<file path="config.mk">
export PLATFORM = sky130hd
export DESIGN_NAME = inst_fetch_unit
export DESIGN_NICKNAME = d
export VERILOG_FILES = /design/src/rtl/inst_fetch_unit.sv
export SDC_FILE = /design/constraint.sdc
export NUM_CORES = 1
export LEC_CHECK = 0
export ABC_AREA = 1
export CAP_MARGIN = 25
export CORE_MARGIN = 3
export CORE_UTILIZATION = 45
export CTS_CLUSTER_SIZE = 14
export DETAILED_ROUTE_END_ITERATION = 6
export PLACE_DENSITY_LB_ADDON = 0.12
export REMOVE_ABC_BUFFERS = 1
export SLEW_MARGIN = 0
export SYNTH_ARGS = -nofsm -noshare
export SYNTH_HDL_FRONTEND = slang
export SYNTH_SLANG_ARGS = --single-unit
</file>
<file path="constraint.sdc">
create_clock -name clk -period 1.6 [get_ports clk]
set_input_delay 0.32 -clock clk [delete_from_list [all_inputs] [get_ports clk]]
set_output_delay 0.32 -clock clk [all_outputs]
set_load 0.02 [all_outputs]
</file>
<file path="src/rtl/inst_fetch_unit.sv">
// Instruction fetch unit: owns the PC, fetches words over a req/ack handshake to
// instruction memory and holds one instruction for the decoder behind valid/ready.
// A redirect that lands while a request is outstanding cannot cancel the request,
// so a kill flag marks the in-flight response as stale and forces a reissue.
module inst_fetch_unit #(
  parameter int unsigned       ADDR_W   = 32,
  parameter logic [ADDR_W-1:0] RESET_PC = '0,
  parameter int unsigned       CNT_W    = 16
) (
  input  logic              clk,
  input  logic              rst_n,
  input  logic              halt,
  input  logic              redirect_valid,
  input  logic [ADDR_W-1:0] redirect_pc,
  output logic              imem_req,
  output logic [ADDR_W-1:0] imem_addr,
  input  logic              imem_ack,
  input  logic [31:0]       imem_rdata,
  output logic              inst_valid,
  input  logic              inst_ready,
  output logic [31:0]       inst,
  output logic [5:0]        op,
  output logic [5:0]        funct,
  output logic [ADDR_W-1:0] inst_pc,
  output logic [CNT_W-1:0]  fetch_cnt
);

  localparam int unsigned INST_W = 32;
  localparam int unsigned FLD_W  = 6;

  typedef enum logic [1:0] {
    S_IDLE  = 2'd0,
    S_REQ   = 2'd1,
    S_VALID = 2'd2
  } state_t;

  state_t            state;
  logic [ADDR_W-1:0] pc;
  logic              kill;

  logic [ADDR_W-1:0] redirect_target;
  logic [ADDR_W-1:0] seq_pc;
  logic              unused_redirect_lsbs;

  // Redirect targets are word aligned; the sequential successor wraps modulo 2^ADDR_W
  assign redirect_target      = {redirect_pc[ADDR_W-1:2], 2'b00};
  assign seq_pc               = imem_addr + ADDR_W'(4);
  assign unused_redirect_lsbs = ^redirect_pc[1:0];

  // Fetch FSM with all outputs registered
  always_ff @(posedge clk or negedge rst_n) begin
    if (!rst_n) begin
      state      <= S_IDLE;
      pc         <= RESET_PC;
      kill       <= 1'b0;
      imem_req   <= 1'b0;
      imem_addr  <= RESET_PC;
      inst_valid <= 1'b0;
      inst       <= '0;
      op         <= '0;
      funct      <= '0;
      inst_pc    <= '0;
      fetch_cnt  <= '0;
    end else begin
      case (state)
        S_IDLE: begin
          if (redirect_valid) begin
            pc <= redirect_target;
            if (!halt) begin
              state     <= S_REQ;
              imem_req  <= 1'b1;
              imem_addr <= redirect_target;
            end
          end else if (!halt) begin
            state     <= S_REQ;
            imem_req  <= 1'b1;
            imem_addr <= pc;
          end
        end

        S_REQ: begin
          if (redirect_valid) begin
            // Address must stay stable until ack; a coincident ack is stale and reissued
            pc <= redirect_target;
            if (imem_ack) begin
              kill      <= 1'b0;
              imem_addr <= redirect_target;
            end else begin
              kill <= 1'b1;
            end
          end else if (imem_ack) begin
            if (kill) begin
              kill      <= 1'b0;
              imem_addr <= pc;
            end else begin
              state      <= S_VALID;
              imem_req   <= 1'b0;
              inst_valid <= 1'b1;
              inst       <= imem_rdata;
              op         <= imem_rdata[INST_W-1 -: FLD_W];
              funct      <= imem_rdata[FLD_W-1:0];
              inst_pc    <= imem_addr;
              pc         <= seq_pc;
            end
          end
        end

        S_VALID: begin
          if (redirect_valid) begin
            // Buffered instruction is on the wrong path: drop it without counting
            pc         <= redirect_target;
            inst_valid <= 1'b0;
            if (halt) begin
              state <= S_IDLE;
            end else begin
              state     <= S_REQ;
              imem_req  <= 1'b1;
              imem_addr <= redirect_target;
            end
          end else if (inst_ready) begin
            fetch_cnt  <= fetch_cnt + CNT_W'(1);
            inst_valid <= 1'b0;
            if (halt) begin
              state <= S_IDLE;
            end else begin
              state     <= S_REQ;
              imem_req  <= 1'b1;
              imem_addr <= pc;
            end
          end
        end

        default: begin
          state      <= S_IDLE;
          imem_req   <= 1'b0;
          inst_valid <= 1'b0;
          kill       <= 1'b0;
        end
      endcase
    end
  end

  // An outstanding request keeps its address until it is acknowledged
  a_req_stable: assert property (
    @(posedge clk) disable iff (!rst_n)
    (imem_req && !imem_ack) |=> (imem_req && $stable(imem_addr))
  );

  // Valid buffer and request are never live together
  a_req_valid_excl: assert property (
    @(posedge clk) disable iff (!rst_n)
    !(imem_req && inst_valid)
  );

endmodule
</file>
==> results of run 1 <==
[worst register-to-register path, cell delays in order (launching register included)]
cell and delay, ns:
dfrtp_2 0.42, inv_4 0.07, nor2_4 0.15, nand2_1 0.09, nand2_2 0.11, nor2_4 0.05, buf_12 0.14, nand2_8 0.13
inv_8 0.06, buf_12 0.14, nand2_1 0.06, nand2_1 0.06
[cell usage after synthesis, drive strengths merged]
cell type  count
nand2        436
dfrtp        149
nor2         112
o21ai        100
inv           76
nand3         50
buf           32
clkbuf        19
xor2          12
nor3           8
nand4          7
o211ai         5
a21oi          3
xnor2          3
ha             2
o31ai          2
a22oi          1
and2           1
and3           1
o21a           1
[flip-flops by register name, indices dropped and copies added, names as in the netlist]
register	flops
fetch_cnt	16
imem_addr	32
imem_req	1
inst	32
inst_pc	32
inst_valid	1
kill	1
pc	32
state	2
[cell families after synthesis]
| family | Yosys count | share of synthesized area |
|---|---|---|
| AND/OR/NAND/NOR | 615 | 0.3245 |
| AO/OA/AOI/OAI | 112 | 0.07790 |
| XOR/XNOR | 15 | 0.01755 |
| adder cells (fa/ha/maj) | 2 | 0.003343 |
| buffers and inverters | 127 | 0.07857 |
| flip-flops | 149 | 0.4982 |
[cell usage in the layout (no fill, tap or decap), types with 11 or more instances in the layout]
cell               n
dfrtp_1          138
o21ai_0           75
clkdlybuf4s50_1   65
o21ai_1           24
dlygate4sd2_1    113
nand3_1           45
clkbuf_16         23
nor2_1            92
nand2_1          431
buf_12            14
xor2_1            12
nor2_2            13
inv_1             70
buf_4             46
dfrtp_2           11
[per-layer routing]
metal | track usage | vias up | share of wire
met4 | 0.08399 | 0 | 0.024
met3 | 0.04583 | 38 | 0.060
met5 | 0 | - | 0
li1 | - | 3652 | -
met2 | 0.3760 | 268 | 0.47
met1 | 0.3346 | 3503 | 0.45
[final timing paths]
| check | from | to | slack, ns | cells past startpoint |
|---|---|---|---|---|
| worst min register to register | inst_pc[10] | inst_pc[10] | 0.47 | 2 |
| worst max-delay path | state[0] | inst[11] | 0.008 | 11 |
| max in group asynchronous | rst_n | state[1] | 0.65 | 3 |
| min in group clk | imem_rdata[9] | inst[9] | 0.42 | 3 |
| worst max register to register | state[0] | inst[11] | 0.008 | 11 |
| worst min-delay path | rst_n | imem_addr[26] | 0.40 | 2 |
[layout make-up]
cell class	instances	area, um^2	share of cell area
sequential	149	3742	0.3444
multi-input combinational	745	3316	0.3051
timing repair buffer	266	2631	0.2421
clock buffer	21	460.4	0.04237
inverter	76	295.3	0.02717
tap	216	270.3	0.02487
clock inverter	11	151.4	0.01393
[where the power goes]
| part | switching (mW) | internal (mW) | total, mW |
|---|---|---|---|
| registers | 1.20 | 5.35 | 6.56 |
| clock network | 1.63 | 2.54 | 4.16 |
| logic | 5.88 | 3.91 | 9.79 |
| total | 8.71 | 11.8 | 20.5 |
[repair_timing]
item,4_1_cts,5_1_grt
setup endpoints to repair,157,140
endpoints found under the hold margin,35,0
buffers inserted,1,6
gates cloned,0,10
gates resized for setup,139,76
pin swaps,0,6
hold buffers,1,0
==> out/metrics.cfg, run 1 <==
[outcome]
outcome = complete, no violations

[final_layout]
syn2layout_area_growth_pct = 45.19
fill_cells = 1369
final_util = 0.6767
design_area_um2 = 10870
drive_above_1_share = 0.1285
fin_cells = 1484
num_antenna_cells = 0
fin_nets = 1327

[worst_setup_path]
end_kind = register
required_ns = 1.91
slowest_delay_ns = 0.42
cp_max_fo = 10
crit_type = register to register
crit_chain = inv_4, nor2_4, nand2_1, nand2_2, nor2_4, buf_12, nand2_8, inv_8, buf_12, nand2_1, nand2_1
cp_common_cell = nand2_1
critPathBufInv = 4
arrival_ns = 1.90
cpLargestDelayFamily = simple AND/OR/NAND/NOR gates
startpoint_type = register
cpMaxStageDelayCell = dfrtp_2

[flow_run]
max_cap_violations = 0

[clocking]
clock-root-buffer = clkbuf_16
path_clk_slew_ns = 0.06
numCtsBuffers = 17
cts_max_level = 4
clock_path_buffers = 2
tritoncts = built
clock_latency_ns = 0.43
cts.sinks = 149

[global_routing]
grt_pass1_vias = 6987
track_usage = 0.2396
grt_overflow = 0
grt_max_degree = 57
antenna_found_initial = 0
grt_pass1_wl_mm = 34.85

[logic_synthesis]
synthDistinctLibCells = 29
ys_ff_latch = 149
syn_area_per_cell_um2 = 7.338
yosysSeqAreaShare = 0.4982
synth_area_leaders = dfrtp_1 (50%), nand2_1 (22%), nor2_1 (5.5%), o21ai_0 (5.3%), inv_1 (3.6%)
synth.largest_area_cell = dfrtp_1
yosys_warnings = 0
synth_area_um2 = 7485
postSynthCellCount = 1020
netlist.area_leader.share = 0.4982

[floorplan]
fp.dieH_um = 135.0
die_w_um = 135.0
core_um2 = 16060
start_util = 0.4661
die_area_um2 = 18220
pin_count = 196
num_rows = 46

[routing]
drt_iter0_drc = 547
first_pass_iters = 6
vias_per_cell = 5.028
drtAntennaViolNets = 0
vias = 7461
drc = 0
wl_per_cell_um = 15.51
wirelength_mm = 23.02

[timing]
report.final.hold_viol_count = 0
skew_ns = 0.005950
holdWs_ns = 0.3979
max_slew_margin = 0.6951
period_needed_ns = 1.592
rsz0062_at_grt = yes
max_freq_mhz = 628.1
setup-tns-final_ns = 0
post-route-period-util = 0.9951
worst_slack_ns = 0.007834
setup_viol = 0
worst-slew-pin-transition_ns = 0.4574
slew_viol_final = 0

[place]
io_buffers = 193
place_area_um2 = 9970
place_congestion = 0.9014
dp_hpwl_mm = 15.38
pre_cts_ws_ns = -0.2638
placed_cells = 1434

[power_and_ir_drop]
p_total_mw = 20.51
ir_worst_vdd_uv = 1004
power_density_nw_per_um2 = 1887
power_leakage_nw = 5.443

[min_path]
hold_class = input port to async pin

Note: power is estimated with default switching activity, not from simulation.
==> run 2: changes to the inputs <==
PLACE_DENSITY = 0.73   (was default)
PLACE_DENSITY_LB_ADDON = default   (was 0.12)
==> run 2 against run 1 <==
Sequential power increased by 1%. Register-to-register slack about the same. Hold slack got worse by 0.080 ns. Sequential share of layout area about the same. First-iteration DRC count increased by 11%. The run now ends with design-rule violations left. Global-route usage decreased by 0.18 points. Non-clock buffer count decreased by 3. Clock power decreased by 4%. Utilization decreased by 0.062 points. Clock skew increased by 0.0017 ns. Sequential cell count unchanged. Highest routed layer unchanged. Worst setup slack improved by 0.014 ns.
==> out/metrics.cfg, run 2 (same netlist as run 1, synthesis figures left out) <==
[clocking]
tritoncts = built  ; unchanged
numCtsBuffers = 17  ; unchanged
cts_max_level = 4  ; unchanged
cts.sinks = 149  ; unchanged
clock-root-buffer = clkbuf_16  ; unchanged
clock_latency_ns = 0.42  ; was 0.43 ns
clock_path_buffers = 2  ; unchanged
path_clk_slew_ns = 0.06  ; about the same

[power_and_ir_drop]
p_comb_frac = 0.489  ; was 0.477
p_clk_frac = 0.193  ; was 0.203
switching_share = 0.4321  ; was 0.4247
p_int_mw = 11.83  ; was 11.80 mW
power_leakage_nw = 5.451  ; was 5.443 nW
p_total_mw = 20.83  ; was 20.51 mW
pwr-share-seq = 0.318  ; was 0.320
ir_worst_vdd_uv = 987.2  ; was 1004 uV
power_density_nw_per_um2 = 1919  ; was 1887 nW/um^2
p_switching_mw = 9.002  ; was 8.709 mW

[final_layout]
fin_nets = 1324  ; was 1327
fill_cells = 1375  ; was 1369
num_antenna_cells = 0  ; unchanged
fin_cells = 1481  ; was 1484
layout_commonest_cell = nand2_1  ; unchanged
final_cell_mix = nand2_1 (421), dfrtp_1 (137), dlygate4sd2_1 (117)  ; was nand2_1 (431), dfrtp_1 (138), dlygate4sd2_1 (113)
syn2layout_area_growth_pct = 45.05  ; was 45.19%
design_area_um2 = 10860  ; was 10870 um^2
drive_above_1_share = 0.1360  ; was 0.1285
final_util = 0.6761  ; was 0.6767

[flow_run]
max_cap_violations = 0  ; unchanged

[worst_setup_path]
arrival_ns = 1.26  ; was 1.90 ns
crit_type = register to primary output  ; was register to register
cp_max_fo = 3  ; was 10
critPathBufInv = 3  ; was 4
required_ns = 1.28  ; was 1.91 ns
crit_chain = buf_4, buf_4, buf_4  ; was inv_4, nor2_4, nand2_1, nand2_2, nor2_4, buf_12, nand2_8, inv_8, buf_12, nand2_1, nand2_1
cpLargestDelayFamily = buffers and inverters  ; was simple AND/OR/NAND/NOR gates
slowest_delay_ns = 0.41  ; was 0.42 ns
end_kind = primary output  ; was register
startpoint_type = register  ; unchanged
cpMaxStageDelayCell = dfrtp_1  ; was dfrtp_2
cp_common_cell = buf_4  ; was nand2_1

[timing]
worst-slew-pin-transition_ns = 0.4027  ; was 0.4574 ns
report.final.hold_viol_count = 0  ; unchanged
post-route-period-util = 0.9865  ; was 0.9951
holdWs_ns = 0.3182  ; was 0.3979 ns
setup_viol = 0  ; unchanged
period_needed_ns = 1.578  ; was 1.592 ns
setup-tns-final_ns = 0  ; unchanged
skew_ns = 0.007616  ; was 0.005950 ns
worst_slack_ns = 0.02166  ; was 0.007834 ns
rsz0062_at_grt = yes  ; unchanged
max_freq_mhz = 633.6  ; was 628.1 MHz
slew_viol_final = 0  ; unchanged
max_slew_margin = 0.7315  ; was 0.6951

[global_routing]
track_usage = 0.2378  ; was 0.2396
grt_pass1_wl_mm = 34.78  ; was 34.85 mm
grt_max_degree = 57  ; unchanged
antenna_found_initial = 0  ; unchanged
grt_overflow = 0  ; unchanged
grt_pass1_vias = 6864  ; was 6987

[floorplan]
num_rows = 46  ; unchanged
core_um2 = 16060  ; unchanged
die_w_um = 135.0  ; unchanged
die_area_um2 = 18220  ; unchanged
pin_count = 196  ; unchanged
start_util = 0.4661  ; unchanged
fp.dieH_um = 135.0  ; unchanged

[routing]
vias_per_cell = 5.095  ; was 5.028
drtAntennaViolNets = 0  ; unchanged
wl_per_cell_um = 16.06  ; was 15.51 um
wirelength_mm = 23.79  ; was 23.02 mm
vias = 7546  ; was 7461
drt_iter0_drc = 608  ; was 547
drc = 2  ; was 0
first_pass_iters = 7  ; was 6

[place]
place_area_um2 = 9902  ; was 9970 um^2
io_buffers = 193  ; unchanged
pre_cts_ws_ns = -0.4853  ; was -0.2638 ns
place_congestion = 0.9372  ; was 0.9014
dp_hpwl_mm = 15.67  ; was 15.38 mm
placed_cells = 1431  ; was 1434

[outcome]
violations = design-rule violations
outcome = finished with violations  ; was complete, no violations

[min_path]
hold_class = input port to async pin  ; unchanged

run 2: cell types whose count changed in the layout (fill, tap and decap cells not counted), sizes merged:
cell	change
nand2	-1
and3	+1
bufinv	-1
clkinvlp	-2
clkdlybuf4s15	-2
dlygate4sd2	+4
clkinv	+4
buf	-7
clkbuf	+1
run 2: metal layers:
metal	GRT usage	wire (um)	share of wire	vias up
met4	0.07391	481	0.020	0
met1	0.3256	10380	0.44	3577
met2	0.3913	11460	0.48	283
met5	0	0	0	-
li1	-	-	-	3644
met3	0.03800	1463	0.061	42
run 2: repair_timing:
action                                  CTS  global route
pin swaps                                 0             5
endpoints found under the setup margin  216           127
setup buffers                             1             1
hold buffers                              1             0
endpoints found under the hold margin    15             0
resized for setup                       140           102
cloned                                    0            15
run 2: cell type report:
cell class              instances  area (um^2)  share of cell area
clock buffers                  20        456.7             0.04207
clock inverters                12        130.1             0.01199
inverters                      76        295.3             0.02720
multi-input cells             745         3354              0.3090
flip-flops and latches        149         3744              0.3448
well taps                     216        270.3             0.02489
repair buffers                263         2606              0.2401
run 2: final timing paths:
check	slack [ns]	to	from	depth (start not counted)
max	0.02	imem_addr[3]	imem_addr[3]	3
min	0.32	pc[5]	rst_n	2
max reg2reg	0.02	inst_pc[15]	state[0]	9
min reg2reg	0.47	inst[20]	inst[20]	2
max in group asynchronous	0.72	state[0]	rst_n	3
min in group clk	0.43	inst[26]	imem_rdata[26]	3
run 2: power by group through the flow:
stage	Clock [mW]	Combinational (mW)	Sequential, mW
6_report	4.01	10.2	6.63
5_1_grt	4.23	11.1	6.82
4_1_cts	4.04	8.79	6.52
3_5_place_dp	0	9.58	6.60
3_3_place_gp	0	9.38	6.59
2_1_floorplan	0	3.41	7.85
==> run 3: changes to the inputs <==
CORE_MARGIN = 2   (was 3)
==> run 3 against run 2 <==
The run now ends clean. Global-route usage grew 1.5 points. Power down 0.59%. Critical path depth up 4. Cell area up 0.82%. Utilization decreased by 0.90 points. Combinational power about the same. Hold slack improved by 0.041 ns. Worst setup slack got worse by 0.011 ns. Critical path type is now input port to register. Sequential power about the same. Fmax shrank 0.70%. Sequential share of layout area shrank 0.23 points. Count of clock-buffer cells in the layout is 2 higher.
==> out/metrics.cfg, run 3 (same netlist as run 1, synthesis figures left out) <==
[worst_setup_path]
r2r_end = pc[2]  ; was inst_pc[15]
critPathBufInv = 4  ; was 3
cp_max_fo = 13  ; was 3
cp_common_cell = o21ai_0  ; was buf_4
end_kind = register  ; was primary output
arrival_ns = 1.88  ; was 1.26 ns
crit_chain = clkdlybuf4s50_1, buf_4, nor2_4, buf_8, clkinvlp_4, o21ai_0, o21ai_0  ; was buf_4, buf_4, buf_4
crit_type = input port to register  ; was register to primary output
rrSetupSlack_ns = 0.01  ; was 0.02 ns
cp-endpoint = pc[8]  ; was imem_addr[3]
r2r_cells = 9  ; unchanged
startpoint_type = input port  ; was register
worst-path-stages = 7  ; was 3
slowest_delay_ns = 0.47  ; was 0.41 ns
cpMaxStageDelayCell = clkdlybuf4s50_1  ; was dfrtp_1
cp-startpoint = redirect_valid  ; was imem_addr[3]
worstReg2RegStart = state[0]  ; unchanged
required_ns = 1.89  ; was 1.28 ns
cpLargestDelayFamily = buffers and inverters  ; unchanged

[timing]
setup_viol = 0  ; unchanged
worst-slew-pin-transition_ns = 0.3463  ; was 0.4027 ns
max_freq_mhz = 629.1  ; was 633.6 MHz
slew_viol_final = 0  ; unchanged
report.final.hold_viol_count = 0  ; unchanged
post-route-period-util = 0.9934  ; was 0.9865
rsz0062_at_grt = yes  ; unchanged
skew_ns = 0.006773  ; was 0.007616 ns
period_needed_ns = 1.589  ; was 1.578 ns
max_slew_margin = 0.7692  ; was 0.7315
holdWs_ns = 0.3596  ; was 0.3182 ns

[floorplan]
die_area_um2 = 17680  ; was 18220 um^2
num_rows = 47  ; was 46
start_util = 0.4562  ; was 0.4661
core_um2 = 16410  ; was 16060 um^2
pin_count = 196  ; unchanged
fp.dieH_um = 133.0  ; was 135.0 um
die_w_um = 133.0  ; was 135.0 um

[power_and_ir_drop]
power_leakage_nw = 5.518  ; was 5.451 nW
power_density_nw_per_um2 = 1892  ; was 1919 nW/um^2
ir_worst_vdd_uv = 1033  ; was 987.2 uV
p_total_mw = 20.71  ; was 20.83 mW

[final_layout]
final_util = 0.6671  ; was 0.6761
fin_cells = 1507  ; was 1481
syn2layout_area_growth_pct = 46.24  ; was 45.05%
fill_cells = 1383  ; was 1375
design_area_um2 = 10950  ; was 10860 um^2
layout_commonest_cell = nand2_1  ; unchanged
final_cell_mix = nand2_1 (429), dfrtp_1 (133), dlygate4sd2_1 (112)  ; was nand2_1 (421), dfrtp_1 (137), dlygate4sd2_1 (117)
drive_above_1_share = 0.1439  ; was 0.1360
fin_nets = 1346  ; was 1324

[clocking]
tritoncts = built  ; unchanged
clock_latency_ns = 0.42  ; about the same
numCtsBuffers = 17  ; unchanged
cts.sinks = 149  ; unchanged
clock-root-buffer = clkbuf_16  ; unchanged
cts_max_level = 4  ; unchanged
clock_path_buffers = 2  ; unchanged
path_clk_slew_ns = 0.06  ; about the same

[place]
io_buffers = 193  ; unchanged
place_congestion = 0.8764  ; was 0.9372
placed_cells = 1454  ; was 1431
dp_hpwl_mm = 15.91  ; was 15.67 mm
place_area_um2 = 10070  ; was 9902 um^2

[routing]
wl_met1_mm = 10.19  ; was 10.38 mm
drt_iter0_drc = 639  ; was 608
vias_per_cell = 5.074  ; was 5.095
highest_layer = met4  ; unchanged
met2_length_mm = 11.05  ; was 11.46 mm
dr_wl_met3_mm = 1.456  ; was 1.463 mm
first_pass_iters = 5  ; was 7
wirelength_mm = 23.51  ; was 23.79 mm
vias = 7646  ; was 7546
drtAntennaViolNets = 0  ; unchanged
drc = 0  ; was 2
wl_per_cell_um = 15.60  ; was 16.06 um

[outcome]
outcome = complete, no violations  ; was finished with violations

[global_routing]
grt_pass1_vias = 7054  ; was 6864
antenna_found_initial = 1  ; was 0
grt_pass1_wl_mm = 35.51  ; was 34.78 mm
track_usage = 0.2528  ; was 0.2378
grt_overflow = 0  ; unchanged
grt_max_degree = 42  ; was 57

[min_path]
hold_class = input port to async pin  ; unchanged

[flow_run]
max_cap_violations = 0  ; unchanged

[run 3: metrics by stage]
step	setup TNS (ns)	setup slack, ns
finish	0	0.01052
global route	-1.600	-0.08608
CTS	0	0.004595
detailed placement	-43.04	-0.3788
global placement	-40.16	-0.3463
floorplan	-95.59	-1.268
[run 3: final cells by class]
| cell class | instances | area (um^2) | share of cell area |
|---|---|---|---|
| Antenna cell | 1 | 2.502 | 0.0002286 |
| Clock buffer | 22 | 474.2 | 0.04332 |
| Clock inverter | 9 | 102.6 | 0.009374 |
| Inverter | 76 | 291.5 | 0.02663 |
| Multi-Input combinational cell | 745 | 3297 | 0.3012 |
| Sequential cell | 149 | 3749 | 0.3425 |
| Tap cell | 220 | 275.3 | 0.02515 |
| Timing Repair Buffer | 285 | 2754 | 0.2516 |
[run 3: worst min path at each step]
stage	to	slack [ns]	cells past startpoint
final	inst_pc[3]	0.36	2
after global routing	inst_pc[3]	0.38	2
after CTS	inst_pc[3]	0.35	2
after detailed placement	inst_pc[3]	0.23	1
after global placement	inst_pc[3]	0.23	1
after floorplan	fetch_cnt[0]	0.02	0
[run 3: power breakdown]
group	total (mW)	internal [mW]	leakage [nW]	switching, mW
Clock	3.95	2.40	0.278	1.55
Sequential	6.61	5.37	1.84	1.24
Combinational	10.2	4.17	3.40	5.98
Total	20.7	11.9	5.52	8.77
[run 3: what timing repair did]
item,4_1_cts,5_1_grt
hold buffers,1,0
resized for setup,141,72
endpoints found under the setup margin,162,130
setup buffers,2,9
gates cloned,0,9
pin swaps,0,6
hold endpoints to repair,26,0
[run 3: per-layer routing]
layer,global-route usage,up-vias
met4,0.1033,0
li1,-,3697
met5,0,-
met2,0.4024,288
met3,0.05096,56
met1,0.3397,3605
